**config.mk**
```make
export PLATFORM = sky130hd
export DESIGN_NAME = dmem_arbiter
export DESIGN_NICKNAME = d
export VERILOG_FILES = /design/src/rtl/dmem_arbiter_pkg.sv /design/src/rtl/dmem_arbiter_rr_arb2.sv /design/src/rtl/dmem_arbiter.sv
export SDC_FILE = /design/constraint.sdc
export NUM_CORES = 1
export LEC_CHECK = 0
export CAP_MARGIN = 20
export CORE_MARGIN = 5
export CORE_UTILIZATION = 45
export DETAILED_ROUTE_END_ITERATION = 12
export DONT_BUFFER_PORTS = 1
export PLACE_DENSITY = 0.67
export SLEW_MARGIN = 10
export SYNTH_ARGS = -nofsm -noshare
export SYNTH_HDL_FRONTEND = slang
export SYNTH_SLANG_ARGS = --single-unit
```
**constraint.sdc**
```tcl
create_clock -name clk -period 1.5 [get_ports clk]
set_input_delay 0.225 -clock clk [delete_from_list [all_inputs] [get_ports clk]]
set_output_delay 0.225 -clock clk [all_outputs]
set_load 0.02 [all_outputs]
```
**src/rtl/dmem_arbiter_pkg.sv**
```systemverilog
// Shared definitions for the data-memory arbiter.
// Widths, FSM state encoding and requester ids.
package dmem_arbiter_pkg;

  localparam int ADDR_W_DEF = 8;
  localparam int DATA_W_DEF = 8;

  typedef enum logic [1:0] {
    IDLE    = 2'd0,
    GNT_CPU = 2'd1,
    GNT_DBG = 2'd2
  } state_t;

  localparam logic CPU = 1'b0;
  localparam logic DBG = 1'b1;

endpackage

```
**src/rtl/dmem_arbiter_rr_arb2.sv**
```systemverilog
// Two-way round-robin picker, purely combinational.
// Excluded requesters are masked before the pick.
module rr_arb2
  import dmem_arbiter_pkg::*;
(
  input  logic [1:0] req,
  input  logic       last_owner,
  input  logic [1:0] exclude,
  output logic       grant,
  output logic       valid
);

  logic [1:0] elig;

  assign elig = req & ~exclude;

  // Single eligible wins; a tie goes away from last_owner.
  always_comb begin
    valid = |elig;
    grant = CPU;
    case (elig)
      2'b01:   grant = CPU;
      2'b10:   grant = DBG;
      2'b11:   grant = ~last_owner;
      default: grant = CPU;
    endcase
  end

endmodule

```
**src/rtl/dmem_arbiter.sv**
```systemverilog
// Data-memory arbiter between the CPU and the debug/loader port.
// One access per grant cycle; reads return one cycle later.
module dmem_arbiter
  import dmem_arbiter_pkg::*;
#(
  parameter int ADDR_W = ADDR_W_DEF,
  parameter int DATA_W = DATA_W_DEF
) (
  input  logic              clk,
  input  logic              reset,
  input  logic              cpu_req,
  input  logic              cpu_we,
  input  logic [ADDR_W-1:0] cpu_addr,
  input  logic [DATA_W-1:0] cpu_wdata,
  output logic              cpu_gnt,
  output logic              cpu_rvalid,
  output logic [DATA_W-1:0] cpu_rdata,
  input  logic              dbg_req,
  input  logic              dbg_we,
  input  logic [ADDR_W-1:0] dbg_addr,
  input  logic [DATA_W-1:0] dbg_wdata,
  output logic              dbg_gnt,
  output logic              dbg_rvalid,
  output logic [DATA_W-1:0] dbg_rdata,
  output logic [ADDR_W-1:0] mem_addr,
  output logic [DATA_W-1:0] mem_wdata,
  output logic              mem_we,
  output logic              mem_re,
  input  logic [DATA_W-1:0] mem_rdata
);

  state_t     state;
  state_t     state_nx;
  logic       last_owner;
  logic [1:0] req;
  logic [1:0] excl;
  logic       pick;
  logic       pick_ok;

  assign req  = {dbg_req, cpu_req};
  // The current owner may not be granted twice in a row.
  assign excl = {state == GNT_DBG, state == GNT_CPU};

  rr_arb2 u_arb (
    .req        (req),
    .last_owner (last_owner),
    .exclude    (excl),
    .grant      (pick),
    .valid      (pick_ok)
  );

  assign cpu_gnt = (state == GNT_CPU);
  assign dbg_gnt = (state == GNT_DBG);

  // Next grant straight from the picker.
  always_comb begin
    state_nx = IDLE;
    if (pick_ok)
      state_nx = (pick == DBG) ? GNT_DBG : GNT_CPU;
  end

  // Route the granted port to memory; idle drives zeros.
  always_comb begin
    mem_addr  = '0;
    mem_wdata = '0;
    mem_we    = 1'b0;
    mem_re    = 1'b0;
    if (cpu_gnt) begin
      mem_addr  = cpu_addr;
      mem_wdata = cpu_wdata;
      mem_we    = cpu_we;
      mem_re    = ~cpu_we;
    end else if (dbg_gnt) begin
      mem_addr  = dbg_addr;
      mem_wdata = dbg_wdata;
      mem_we    = dbg_we;
      mem_re    = ~dbg_we;
    end
  end

  // Grant state and round-robin history.
  always_ff @(posedge clk) begin
    if (reset) begin
      state      <= IDLE;
      last_owner <= DBG;
    end else begin
      state <= state_nx;
      if (pick_ok)
        last_owner <= pick;
    end
  end

  // Capture read data at the grant edge; reset drops it.
  always_ff @(posedge clk) begin
    if (reset) begin
      cpu_rvalid <= 1'b0;
      dbg_rvalid <= 1'b0;
      cpu_rdata  <= '0;
      dbg_rdata  <= '0;
    end else begin
      cpu_rvalid <= cpu_gnt & ~cpu_we;
      dbg_rvalid <= dbg_gnt & ~dbg_we;
      if (cpu_gnt & ~cpu_we)
        cpu_rdata <= mem_rdata;
      if (dbg_gnt & ~dbg_we)
        dbg_rdata <= mem_rdata;
    end
  end

endmodule

```
==> impl_metrics.csv, run 1 <==
group,metric,value,unit
logic_synthesis,synth_area_per_cell,9.93,sq um
floorplan,dieArea,3110,sq um
final_layout,final_util,61.8,%
sta,rsz0062_at_grt,"yes",
clock_tree,clk_path_buf_depth,2,
worst_setup_path,critical-path-slowest-cell,"dfxtp_4",
worst_setup_path,endpoint,"mem_addr[6]",
worst_setup_path,path_cells,"nand2b_4, clkinvlp_4, a22o_4",
sta,slew_headroom,59.0,%
final_layout,drive_gt1_share,34.3,%
worst_setup_path,start_kind,"flip-flop",
global_routing,grt_pass1_vias,825,
global_routing,gr-usage-met2,32.8,%
worst_setup_path,rr_worst_depth,4,
placed_design,dpl.hpwl,1850,microns
outcome,outcome,"finished, violations left",
logic_synthesis,synthCells,95,
worst_setup_path,r2r_setup_slack,0.25,ns
drt,via_per_inst,5.79,
logic_synthesis,synth_top_area_share,44.6,%
floorplan,fp.dieW,55.8,microns
clock_tree,cts-htree-levels,1,
sta,worst_slack,-0.105,ns
clock_tree,numClockSinks,21,
placed_design,globalplace.congestion,0.706,
logic_synthesis,yosys_warnings,0,
sta,fmax,0.623,GHz
sta,worst_slew_pin_slew,0.613,ns
clock_tree,root_buffer,"clkbuf_4",
worst_setup_path,path_class,"flip-flop to output pin",
global_routing,grt_max_degree,22,
placed_design,io_buffer_count,0,
final_layout,area_growth,29.8,%
global_routing,antenna_found_initial,0,
worst_setup_path,cpLargestDelayFamily,"flip-flops",
floorplan,ios,84,
logic_synthesis,synth_area_leaders,"dfxtp_1 45%, mux2i_1 17%, a22o_1 16%, nor2_1 6.4%, nor3b_2 2.7%",
floorplan,fp.coreArea,1980,sq um
worst_setup_path,worstSetupStartpoint,"state[1]$_SDFF_PP0_",
outcome,violations,"negative setup slack",
sta,slew_violations,0,
worst_setup_path,crit_buf_inv,1,
logic_synthesis,synth_area,943,sq um
drt,post_drt_wl_per_cell,21.8,microns
drt,first_iter_violations,21,
worst_setup_path,endpoint_kind,"output pin",
sta,post-route-min-period,1.60,ns
global_routing,use_met1,18.7,%
placed_design,preCtsSetupSlack,0.107,ns
clock_tree,clock_latency,0.31,ns
worst_setup_path,r2r-start,"state[1]$_SDFF_PP0_",
job,maxCapViolations,0,
drt,ant_nets,0,
sta,fin_skew,0.00681,ns
logic_synthesis,ys_seq_elements,21,
floorplan,rows,16,
drt,wirelength,2750,microns
global_routing,grt_busiest_layer,"met2",
clock_tree,cts_tree,"yes",
power,max-vdd-ir-drop,737,uV
drt,firstDrtPassIters,4,
logic_synthesis,synth.distinct_cells,20,
global_routing,grtUsageMet3,9.74,%
worst_setup_path,cp_max_fo,8,
power,p_leak,0.000498,uW
worst_setup_path,cp.required,1.27,ns
final_layout,antenna_cells,0,
clock_tree,clk_pin_slew,0.13,ns
logic_synthesis,synth_top_area_cell,"dfxtp_1",
power,power_density,936,nW/um^2
sta,hold_viol,0,
hold_path,hold_path_class,"input port to flip-flop",
global_routing,grt_pass1_wl,4530,microns
logic_synthesis,ys_seq_area_share,44.6,%
global_routing,grt_use_total,18.2,%
sta,period_share,107,%
global_routing,grt_overflow,0,
sta,setup_viol,18,
worst_setup_path,cp.arrival,1.38,ns
worst_setup_path,rr_endpoint,"state[1]$_SDFF_PP0_",
logic_synthesis,syn-num-nets,141,
clock_tree,cts_inserted_buffers,3,
floorplan,start_util,47.6,%
drt,dr_total_vias,730,
worst_setup_path,path_depth,3,
floorplan,die_y,55.8,microns
final_layout,nets,146,
worst_setup_path,slowest_delay,0.38,ns
drt,route.detailed.drc,0,
## how the worst min path moves through the flow
stage	from	depth (start not counted)	slack, ns	end
2_1_floorplan	cpu_we	1	0.30	cpu_rvalid$_SDFF_PP0_
3_3_place_gp	reset	1	0.30	dbg_rdata[3]$_SDFFE_PP0P_
3_5_place_dp	reset	1	0.30	cpu_rdata[4]$_SDFFE_PP0P_
4_1_cts	cpu_req	2	0.04	state[0]$_SDFF_PP0_
5_1_grt	cpu_req	2	0.02	state[0]$_SDFF_PP0_
6_report	cpu_req	2	0.05	state[0]$_SDFF_PP0_
## kinds of logic (layout without fill, tap and decap cells)
group           Yosys count  count (layout)  share of synthesized area, %
simple gates             25              25                          13.4
flops                    21              21                          44.6
buf+inv                  11              15                          5.83
mux                      16              16                          17.0
compound gates           22              22                          19.2
## routing by layer
| layer | wire length [microns] | part of all wire, % |
|---|---|---|
| met1 | 988 | 36 |
| met2 | 1450 | 53 |
| met3 | 304 | 11 |
| met4 | 12 | 0.44 |
| met5 | 0 | 0 |
## where the power goes
group | internal [uW] | switching, uW | total (uW) | leakage (uW)
Sequential | 578 | 32.5 | 610 | 0.000172
Clock | 102 | 180 | 282 | 0.0000139
Combinational | 116 | 139 | 255 | 0.000312
Total | 795 | 352 | 1150 | 0.000498
## registers in the layout, indices dropped and copies added (netlist names)
signal and cells:
dbg_rvalid 1, last_owner 1, cpu_rvalid 1, cpu_rdata 8, dbg_rdata 8, state 2
## synth_stat cells
library cell,n
dfxtp_1,21
a22o_1,17
mux2i_1,16
nor2_1,16
buf_2,4
a21oi_1,2
buf_4,2
inv_1,2
nand2b_1,2
nor3_1,2
nor3b_2,2
and2_1,1
clkbuf_1,1
clkbuf_2,1
inv_2,1
nor2b_1,1
o211a_1,1
o211ai_1,1
o21ai_1,1
or2_1,1
## metrics by stage
stage,hold WS [ns],setup TNS [ns],total power (uW),std cells,area (sq um)
after floorplan,0.304,0,781,95,943
after global placement,0.299,0,799,117,983
after detailed placement,0.302,0,804,117,983
after CTS,0.0396,-0.927,1150,125,1210
after global routing,0.0194,-2.64,1210,126,1220
final,0.0480,-1.20,1150,126,1220
## cell type report
type / count / area (sq um)
clock buffers: 3 / 22.5
multi-input cells: 63 / 627
inverters: 3 / 18.8
repair buffers: 7 / 82.6
clock inverters: 1 / 7.51
flip-flops and latches: 21 / 425
repair inverters: 1 / 7.51
fillers: 152 / 757
well taps: 27 / 33.8
## cell usage in the layout, fill, tap and decap left out, drive strengths merged, types with 2 or more instances in the layout
cell type / netlist / routed
buf: 6 / 5
nand2b: 2 / 2
inv: 3 / 3
dfxtp: 21 / 21
nor3b: 2 / 2
nor3: 2 / 2
a22o: 17 / 17
dlygate4sd3: 0 / 2
nor2: 16 / 16
a21oi: 2 / 2
clkbuf: 2 / 3
clkinvlp: 0 / 2
mux2i: 16 / 16
## what timing repair did
action	4_1_cts	5_1_grt
hold buffers	2	0
cloned	1	0
hold endpoints to repair	18	0
resized for setup	28	3
setup endpoints to repair	18	18
pin swaps	7	2
buffers inserted	1	1
No activity file was read; power rests on OpenSTA's default activity.
==> run 2: changes to the inputs <==
CORE_MARGIN = 3   (was 5)
GPL_TIMING_DRIVEN = 0   (was unset)
==> run 2 against run 1 <==
Effect of this change:
- the run still ends with negative setup slack left
- total power rose by 0.41%
- fmax is 6.1% higher
- routed wire length is 8.8% lower
- via count grew 2.7%
- clock power fell by 5%
- cell area grew 5.6%
- critical endpoint is now mem_addr[2]
- largest cell class unchanged
- largest power group unchanged
==> impl_metrics.csv, run 2 (synthesized netlist as in run 1, its figures left out) <==
group,metric,value,unit
sta,slew_violations,0,
worst_setup_path,path_cells,"nand2b_4, inv_4, buf_12, a22o_4",
power,power,1150,uW
final_layout,final_util,69.6,%
worst_setup_path,slowest_delay,0.38,ns
final_layout,antenna_cells,0,
worst_setup_path,cp.arrival,1.29,ns
worst_setup_path,rr_worst_depth,5,
sta,worst_slew_pin_slew,0.413,ns
worst_setup_path,start_kind,"flip-flop",
clock_tree,cts_inserted_buffers,3,
drt,ant_nets,0,
floorplan,fp.dieW,51.8,microns
final_layout,reg_top3,"cpu_rdata x8, dbg_rdata x8, state x2",
worst_setup_path,critical-path-slowest-cell,"dfxtp_2",
hold_path,hold_path_class,"input port to flip-flop",
drt,wirelength,2510,microns
sta,post-route-min-period,1.51,ns
sta,period_share,101,%
final_layout,layout_commonest_cell,"dfxtp_1",
placed_design,dpl.hpwl,1770,microns
worst_setup_path,cp.required,1.27,ns
power,max-vdd-ir-drop,937,uV
outcome,violations,"negative setup slack",
global_routing,grt_use_total,18.1,%
placed_design,globalplace.congestion,0.704,
global_routing,grt_overflow,0,
global_routing,grt_pass1_vias,725,
power,p_leak,0.000556,uW
sta,rsz0062_at_grt,"yes",
final_layout,nets,156,
sta,setup_viol,17,
sta,fin_skew,0.00394,ns
floorplan,rows,15,
outcome,outcome,"finished, violations left",
job,maxCapViolations,0,
sta,worst_slack,-0.0127,ns
sta,hold_viol,0,
global_routing,grt_max_degree,12,
clock_tree,clk_path_buf_depth,2,
sta,slew_headroom,72.4,%
drt,via_per_inst,5.60,
floorplan,fp.coreArea,1860,sq um
drt,firstDrtPassIters,2,
clock_tree,root_buffer,"clkbuf_4",
clock_tree,clk_pin_slew,0.11,ns
floorplan,start_util,50.8,%
clock_tree,numClockSinks,21,
drt,dr_total_vias,750,
global_routing,grt_pass1_wl,3580,microns
power,power_density,890,nW/um^2
final_layout,mostFrequentLayoutCells,"19 x dfxtp_1, 17 x a22o_4, 16 x mux2i_1, 16 x nor2_1, 9 x buf_4",
hold_path,min_path_cells,2,
worst_setup_path,endpoint_kind,"output pin",
clock_tree,cts-htree-levels,1,
clock_tree,clock_latency,0.30,ns
floorplan,die_y,51.8,microns
sta,fmax,0.661,GHz
drt,post_drt_wl_per_cell,18.7,microns
global_routing,antenna_found_initial,0,
final_layout,drive_gt1_share,40.4,%
floorplan,dieArea,2680,sq um
placed_design,io_buffer_count,0,
final_layout,fillCellCount,142,
drt,route.detailed.drc,0,
floorplan,ios,84,
drt,first_iter_violations,5,
worst_setup_path,path_class,"flip-flop to output pin",
final_layout,area_growth,37.1,%
worst_setup_path,cp_max_fo,10,
clock_tree,cts_tree,"yes",
run 2: timing repair:
action,CTS,global route
hold buffers,1,0
cloned,1,0
endpoints found under the setup margin,18,18
hold endpoints to repair,1,0
pin swaps,18,0
resized for setup,45,0
setup buffers,3,6
run 2: layer usage:
metal | part of all wire (%) | global-route usage (%)
met5 | 0 | 0
met4 | 0.28 | 2.62
met3 | 8.2 | 7.45
met2 | 55 | 31.4
met1 | 37 | 21.1
run 2: stage by stage:
step	TNS, ns	cell area, sq um	hold WS (ns)	cells	setup WS [ns]
2_1_floorplan	0	943	0.304	95	0.239
3_3_place_gp	0	975	0.308	120	0.141
3_5_place_dp	0	975	0.316	120	0.0980
4_1_cts	-0.212	1250	0.0410	128	-0.0154
5_1_grt	-0.907	1290	0.0383	134	-0.0555
6_report	-0.160	1290	0.0506	134	-0.0127
run 2: worst max-delay path: cells and delay by family (launching register included):
kind / cells / cell delay, ns
flip-flops: 1 / 0.38
AO/OA/AOI/OAI: 1 / 0.27
buffers and inverters: 2 / 0.18
AND/OR/NAND/NOR: 1 / 0.15
run 2: path summary, 6_finish.rpt:
path / start / end / slack (ns)
worst max-delay path: state[1]$_SDFF_PP0_ / mem_addr[2] / -0.01
worst min-delay path: cpu_req / state[0]$_SDFF_PP0_ / 0.05
worst max register to register: state[0]$_SDFF_PP0_ / dbg_rdata[2]$_SDFFE_PP0P_ / 0.16
worst min register to register: last_owner$_SDFFE_PP1P_ / last_owner$_SDFFE_PP1P_ / 0.55
run 2: report_power, final:
group | internal [uW] | switching (uW) | total (uW)
Sequential | 578 | 33.0 | 611
Combinational | 134 | 139 | 273
Clock | 104 | 164 | 268
Total | 815 | 336 | 1150
run 2: final cells by class:
cell class                 instances  area (sq um)  share of cell area (%)
tap                               25          31.3                    2.42
inverter                           3          13.8                    1.06
buffer                             7          73.8                    5.71
timing repair buffer              11          82.6                    6.38
sequential                        21           425                    32.9
multi-input combinational         63           641                    49.5
clock buffer                       4          26.3                    2.03
==> run 3: changes to the inputs <==
GPL_ROUTABILITY_DRIVEN = 0   (was unset)
PLACE_DENSITY = unset   (was 0.67)
PLACE_DENSITY_LB_ADDON = 0.2   (was unset)
==> run 3 against run 2 <==
Effect of this change:
- the flow still finishes with violations (negative setup slack)
- via count shrank 0.27%
- worst hold slack gained 0.013 ns
- worst setup slack gained 0.0043 ns
- cell area shrank 3.7%
- flip-flop and latch count is the same
- non-clock buffer count shrank 6
- core utilization shrank 2.6 points
- clock power shrank 4%
- critical endpoint is now mem_addr[6]
- largest cell class unchanged
==> impl_metrics.csv, run 3 (synthesized netlist as in run 1, its figures left out) <==
group,metric,value,unit
global_routing,grt_pass1_vias,772,
sta,rsz0062_at_grt,"yes",
final_layout,drive_gt1_share,36.9,%
final_layout,layout_commonest_cell,"dfxtp_1",
drt,route.detailed.drc,0,
sta,worst_slew_pin_slew,0.465,ns
hold_path,hp-start,"dbg_req",
sta,setup_tns,-0.0593,ns
final_layout,reg_top3,"cpu_rdata x8, dbg_rdata x8, state x2",
floorplan,fp.dieW,51.8,microns
power,power,1130,uW
drt,dr_total_vias,748,
sta,worst_slack,-0.00840,ns
clock_tree,numClockSinks,21,
sta,period_share,101,%
job,maxCapViolations,0,
final_layout,fillCellCount,144,
final_layout,area_growth,32.1,%
sta,setup_viol,8,
power,power_density,905,nW/um^2
floorplan,fp.coreArea,1860,sq um
outcome,outcome,"finished, violations left",
clock_tree,cts-htree-levels,1,
clock_tree,cts_tree,"yes",
worst_setup_path,worstSetupStartpoint,"state[1]$_SDFF_PP0_",
placed_design,dpl.hpwl,1780,microns
global_routing,grt_overflow,0,
clock_tree,cts_inserted_buffers,3,
clock_tree,clk_pin_slew,0.10,ns
drt,post_drt_wl_per_cell,20.1,microns
global_routing,grt_max_degree,12,
power,max-vdd-ir-drop,663,uV
sta,slew_headroom,69.0,%
drt,via_per_inst,5.84,
worst_setup_path,slowest_delay,0.38,ns
final_layout,mostFrequentLayoutCells,"19 x dfxtp_1, 17 x a22o_4, 16 x mux2i_1, 16 x nor2_1",
final_layout,nets,150,
worst_setup_path,cp_max_fo,10,
placed_design,io_buffer_count,0,
clock_tree,root_buffer,"clkbuf_4",
worst_setup_path,path_cells,"nand2b_4, inv_2, buf_8, a22o_4",
clock_tree,clk_path_buf_depth,2,
global_routing,grt_use_total,18.4,%
floorplan,rows,15,
drt,first_iter_violations,5,
sta,hold_viol,0,
outcome,violations,"negative setup slack",
worst_setup_path,critical-path-slowest-cell,"dfxtp_4",
worst_setup_path,cp.required,1.27,ns
worst_setup_path,r2r-start,"state[0]$_SDFF_PP0_",
sta,post-route-min-period,1.51,ns
floorplan,ios,84,
drt,ant_nets,0,
drt,wirelength,2570,microns
final_layout,antenna_cells,0,
worst_setup_path,endpoint_kind,"output pin",
worst_setup_path,start_kind,"flip-flop",
worst_setup_path,path_class,"flip-flop to output pin",
clock_tree,clock_latency,0.29,ns
floorplan,dieArea,2680,sq um
sta,fmax,0.663,GHz
drt,firstDrtPassIters,4,
sta,slew_violations,0,
hold_path,hold_path_class,"input port to flip-flop",
floorplan,start_util,50.8,%
worst_setup_path,cp.arrival,1.28,ns
floorplan,die_y,51.8,microns
power,p_leak,0.000524,uW
global_routing,antenna_found_initial,0,
sta,fin_skew,0.00113,ns
global_routing,grt_pass1_wl,3670,microns
-- run 3: area by class of cell --
| cell class | instances | area (sq um) | share of cell area [%] |
|---|---|---|---|
| Multi-Input combinational cell | 63 | 641 | 51.4 |
| Inverter | 3 | 11.3 | 0.904 |
| Buffer | 7 | 68.8 | 5.52 |
| Clock buffer | 4 | 26.3 | 2.11 |
| Timing Repair Buffer | 5 | 40.0 | 3.21 |
| Tap cell | 25 | 31.3 | 2.51 |
| Sequential cell | 21 | 428 | 34.3 |
-- run 3: critical path, delay by kind of cell, from the launching register on --
kind,cells,cell delay (ns)
buffers and inverters,2,0.20
AND/OR/NAND/NOR,1,0.13
flip-flops,1,0.38
AO/OA/AOI/OAI,1,0.28
-- run 3: layer usage --
metal	vias up	routed length (microns)	GRT usage, %
met5	-	0	0
met4	0	0	1.31
met3	0	245	7.16
met2	44	1340	31.8
met1	349	980	22.4
li1	355	-	-
-- run 3: what timing repair did --
item	in CTS	in global routing
pin swaps	18	0
resized for setup	39	2
hold buffers	1	0
buffers inserted	2	2
endpoints found under the setup margin	18	18
endpoints found under the hold margin	1	0
-- run 3: worst paths after layout --
path                               end  slack, ns  depth (start not counted)
max                        mem_addr[6]     -0.008                          4
min                state[1]$_SDFF_PP0_       0.06                          1
max reg2reg  dbg_rdata[1]$_SDFFE_PP0P_       0.23                          4
min reg2reg    last_owner$_SDFFE_PP1P_       0.55                          2
-- run 3: stage by stage --
stage / worst slack (ns) / area, sq um / util [%] / cells / hold slack, ns
6_report: -0.00840 / 1250 / 67.1 / 128 / 0.0637
2_1_floorplan: 0.239 / 943 / - / 95 / 0.304
5_1_grt: -0.0634 / 1250 / 67.1 / 128 / 0.0436
3_3_place_gp: 0.142 / 975 / 52.5 / 120 / 0.310
4_1_cts: -0.00943 / 1220 / 65.9 / 126 / 0.0489
3_5_place_dp: 0.109 / 975 / 52.5 / 120 / 0.309
-- run 3: power breakdown --
group / internal [uW] / switching (uW)
logic: 123 / 137
registers: 577 / 33.9
clock network: 103 / 153
